## src/rtl/csel_adder_pipe.sv

```systemverilog
// Pipelined carry-select adder/subtractor, one register per BLK-bit block.
// Upper operand bits travel with each transaction; lower sum bits accumulate.
module csel_adder_pipe #(
    parameter int WIDTH = 16,
    parameter int BLK   = 4
) (
    input  logic             clk,
    input  logic             rst,
    input  logic             in_valid,
    output logic             in_ready,
    input  logic [WIDTH-1:0] a,
    input  logic [WIDTH-1:0] b,
    input  logic             cin,
    input  logic             sub,
    output logic             out_valid,
    input  logic             out_ready,
    output logic [WIDTH-1:0] sum,
    output logic             cout,
    output logic             ovf
);

    localparam int NBLK = WIDTH / BLK;
    localparam int NSK  = (NBLK > 1) ? NBLK - 1 : 1;

    logic             adv;
    logic [NBLK-1:0]  v_q;
    logic [WIDTH-1:0] a_q [NSK];
    logic [WIDTH-1:0] b_q [NSK];
    logic [WIDTH-1:0] s_q [NBLK];
    logic             c_q [NBLK];
    logic             ovf_q;

    logic [WIDTH-1:0] a_in [NBLK];
    logic [WIDTH-1:0] b_in [NBLK];
    logic [WIDTH-1:0] s_in [NBLK];
    logic             c_in [NBLK];
    logic [WIDTH-1:0] s_nx [NBLK];
    logic             c_nx [NBLK];
    logic             cmsb;

    assign adv       = ~out_valid | out_ready;
    assign in_ready  = adv;
    assign out_valid = v_q[NBLK-1];
    assign sum       = s_q[NBLK-1];
    assign cout      = c_q[NBLK-1];
    assign ovf       = ovf_q;

    // Per-bit chained select: the running carry picks each bit's sum/carry pair.
    always_comb begin
        cmsb = 1'b0;
        for (int k = 0; k < NBLK; k++) begin
            logic c;
            logic [WIDTH-1:0] s;
            if (k == 0) begin
                a_in[k] = a;
                b_in[k] = b ^ {WIDTH{sub}};
                s_in[k] = '0;
                c_in[k] = sub | cin;
            end else begin
                a_in[k] = a_q[(k > 0) ? k - 1 : 0];
                b_in[k] = b_q[(k > 0) ? k - 1 : 0];
                s_in[k] = s_q[(k > 0) ? k - 1 : 0];
                c_in[k] = c_q[(k > 0) ? k - 1 : 0];
            end
            c = c_in[k];
            s = s_in[k];
            for (int j = 0; j < BLK; j++) begin
                int idx;
                logic p, g, t;
                idx = k * BLK + j;
                p = a_in[k][idx] ^ b_in[k][idx];
                g = a_in[k][idx] & b_in[k][idx];
                t = a_in[k][idx] | b_in[k][idx];
                s[idx] = c ? ~p : p;
                if (idx == WIDTH - 1)
                    cmsb = c;
                c = c ? t : g;
            end
            s_nx[k] = s;
            c_nx[k] = c;
        end
    end

    always_ff @(posedge clk or posedge rst) begin
        if (rst) begin
            v_q   <= '0;
            ovf_q <= 1'b0;
            for (int k = 0; k < NSK; k++) begin
                a_q[k] <= '0;
                b_q[k] <= '0;
            end
            for (int k = 0; k < NBLK; k++) begin
                s_q[k] <= '0;
                c_q[k] <= 1'b0;
            end
        end else if (adv) begin
            v_q[0] <= in_valid;
            for (int k = 1; k < NBLK; k++)
                v_q[k] <= v_q[k-1];
            for (int k = 0; k < NBLK - 1; k++) begin
                a_q[k] <= a_in[k];
                b_q[k] <= b_in[k];
            end
            for (int k = 0; k < NBLK; k++) begin
                s_q[k] <= s_nx[k];
                c_q[k] <= c_nx[k];
            end
            ovf_q <= cmsb ^ c_nx[NBLK-1];
        end
    end

endmodule

```

## config.mk

```make
export PLATFORM = sky130hd
export DESIGN_NAME = csel_adder_pipe
export DESIGN_NICKNAME = d
export VERILOG_FILES = /design/src/rtl/csel_adder_pipe.sv
export SDC_FILE = /design/constraint.sdc
export NUM_CORES = 1
export LEC_CHECK = 0
export CAP_MARGIN = 40
export CORE_ASPECT_RATIO = 0.8
export CORE_MARGIN = 2
export CORE_UTILIZATION = 45
export CTS_BUF_LIST = sky130_fd_sc_hd__clkbuf_16
export CTS_CLUSTER_DIAMETER = 150
export DETAILED_ROUTE_END_ITERATION = 12
export GPL_TIMING_DRIVEN = 0
export PLACE_DENSITY_LB_ADDON = 0.15
export SETUP_SLACK_MARGIN = 0.1
export SYNTH_ARGS = -nofsm -noshare
export SYNTH_HDL_FRONTEND = slang
export SYNTH_SLANG_ARGS = --single-unit
```

## constraint.sdc

```tcl
create_clock -name clk -period 3.1 [get_ports clk]
set_input_delay 0.775 -clock clk [delete_from_list [all_inputs] [get_ports clk]]
set_output_delay 0.775 -clock clk [all_outputs]
set_load 0.01 [all_outputs]
```

==> out/results.txt <==
sequential-to-total area share from yosys stat: 51.4%
unrepaired setup endpoints after global routing: false
num rows: 33
Iteration-0 DRC Markers: 207
Remaining DRCs: 0
CP delay by family, top: buffers and inverters
Mean Syn Cell Area: 9.00 sq um
Slew Viols, Final: 0
Mapped Cells: 525
total power: 5450 uW
Overflow after GRT: 0
placed cell area: 5500 sq um
worst reg2reg path depth: 6
RR Startpoint: v_q[3]$_DFFE_PP0P_
R2R Path End: a_in[28]$_DFFE_PP0P_
routability cong.: 0.785
Fmax: 340 MHz
CP max stage cell: clkdlybuf4s50_1
Arr. time, crit path: 2.17 ns
first-pass GRT wire length: 17300 um
nature of the critical path startpoint: input pin
Worst path most repeated cell: clkdlybuf4s50_1
maxcap violations: 0
Worst Setup End Kind: primary output
cell accounting for the most synthesized area: dfrtp_1
Total Nets Final: 664
worst vdd rail ir drop: 0.401 mV
router iterations before antenna repair: 4
synth-to-layout area growth: 23.4%
initial core utilization: 46.1%
post-layout min period: 2.94 ns
final instance area: 5830 sq um
maximum fanout along the worst path: 10
Setup CP Type: input pin to primary output
die width: 119 um
top_reg_cell synth: dfrtp_1
vias per inst: 5.00
FF+latch count, synth: 97
most common cell after layout, fill and taps aside: nand2_1
Routed WL: 10400 um
IO Port Bufs: 56
synth top area cells: dfrtp_1 (51%), nand2_1 (14%), ha_1 (8.5%)
vias: 3696
Lkg Pwr: 0.00284 uW
hold buffers post-CTS: 0
Worst Skew: 0.00681 ns
ant diodes: 0
Buf/Inv on CP: 4
Vert. Die Dim: 95.6 um
HPWL after DPL: 7600 um
most frequent cells in the layout: nand2_1 (179), dfrtp_1 (97), clkdlybuf4s50_1 (56)
pwr dens: 934 nW/um^2
initial antenna violation count: 0
Total GRT Usage: 19.8%
WL/cell: 14.1 um
TritonCTS clock tree: yes
worst-margin pin slew: 0.755 ns
period utilization: 94.9%
Final setup viols: 0
Hold Crit Class: register to register
largest stage delay on the critical path: 0.56 ns
Placeable Area: 10200 sq um
Hold Path End: sum[0]$_DFFE_PP0P_
Yosys cell types: 39
die area: 11300 sq um
mapped cell area: 4720 sq um
Slew headroom: 49.6%
vias in the first global route: 3652
Worst EP required: 2.32 ns
Post-synth EDFFs: 0
Clock Latency Late Sink: 0.34 ns
IO Pins: 58
critical-path cell list: clkdlybuf4s50_1 > nor2b_4 > inv_4 > buf_4 > clkdlybuf4s50_1
Clock Tree Buf Depth: 2
layout cells sized above 1: 4.34%
largest net degree at the start of global routing: 38
Hold Startpoint: sum[0]$_DFFE_PP0P_
asr flop ratio synth: 100%
Root Driver: clkbuf_16
Routed Antenna Nets: 0
clock net sink count: 97
status: finished, final reports clean
Hold Fails Final Rpt: 0
R2R Setup Slk: 1.18 ns
top cell type's share of synthesized area: 51.4%
CTS Buf Count: 9
syn_nets: 595
htree depth: 3
Yosys warnings: 0
Reg clk slew, reported paths: 0.07 ns
hold path depth: 2
-- tightest hold or removal path: cells and delay by family, from the launching register on --
| family | cells | cell delay, ns |
|---|---|---|
| flip-flops | 1 | 0.34 |
| AND/OR/NAND/NOR | 2 | 0.09 |
-- report_power, final --
part / switching [uW] / total [uW] / leakage (uW) / internal [uW]
registers: 324 / 2150 / 0.00117 / 1830
logic: 1170 / 2140 / 0.00152 / 966
clock network: 462 / 1160 / 0.000152 / 698
-- how the worst max path moves through the flow --
stage,cells after the start,from,endpoint,slack [ns]
2_1_floorplan,9,sub,s_in[34]$_DFFE_PP0P_,0.45
3_3_place_gp,6,out_ready,in_ready,-0.83
3_5_place_dp,6,out_ready,in_ready,-0.82
4_1_cts,5,out_ready,in_ready,0.15
5_1_grt,5,out_ready,in_ready,0.11
6_report,5,out_ready,in_ready,0.16
-- per-stage QoR --
stage                     worst slack, ns  std cells  hold slack [ns]  utilization (%)  setup TNS [ns]
after floorplan                     0.445        525            0.430                -               0
after global placement             -0.830        721            0.446             53.4          -0.830
after detailed placement           -0.815        723            0.450             53.8          -0.815
after CTS                           0.148        739            0.468             56.9               0
after global routing                0.112        739            0.483             57.0               0
final                               0.159        739            0.462             57.0               0
-- cells by family after synthesis --
family	Yosys count	synth area share, %
flip-flops	97	51.4
AO/OA/AOI/OAI	75	9.27
AND/OR/NAND/NOR	239	21.5
buffers and inverters	58	4.98
adder cells (fa/ha/maj)	32	8.47
XOR/XNOR	24	4.45
-- flip-flops by register name (all words and copies together) (netlist names) --
register / cells
a_in: 24
b_in: 24
s_in: 24
sum: 16
v_q: 4
c_in: 3
cout: 1
ovf: 1
-- per-layer routing --
layer  part of all wire (%)  track usage, %
met5                      0               0
met1                     47            26.5
met3                    5.6            5.08
met4                   0.57            3.77
met2                     46            33.1
-- synthesized netlist by cell type, drive strengths merged, types with 3 or more instances --
| master | instances |
|---|---|
| nor3 | 3 |
| nand2b | 6 |
| inv | 34 |
| nor2 | 15 |
| and3 | 3 |
| o22ai | 3 |
| or3 | 7 |
| nand3 | 8 |
| buf | 8 |
| and2 | 3 |
| dfrtp | 97 |
| ha | 32 |
| a211o | 3 |
| clkbuf | 16 |
| a21o | 5 |
| xor2 | 11 |
| a21oi | 5 |
| nand2 | 179 |
| o21ai | 43 |
| a31oi | 7 |
| xnor2 | 13 |
| nor2b | 7 |
-- timing repair --
item / CTS / global route
setup endpoints to repair: 1 / 1
resized for setup: 4 / 1
buffers inserted: 1 / 0
endpoints found under the hold margin: 0 / 0
-- area by class of cell --
class,count,area [sq um]
Buffer,23,108
Clock buffer,9,225
Clock inverter,7,85.1
Fill cell,979,4410
Inverter,34,134
Multi-Input combinational cell,370,2070
Sequential cell,97,2430
Tap cell,140,175
Timing Repair Buffer,59,608
Note: power is estimated with default switching activity, not from simulation.
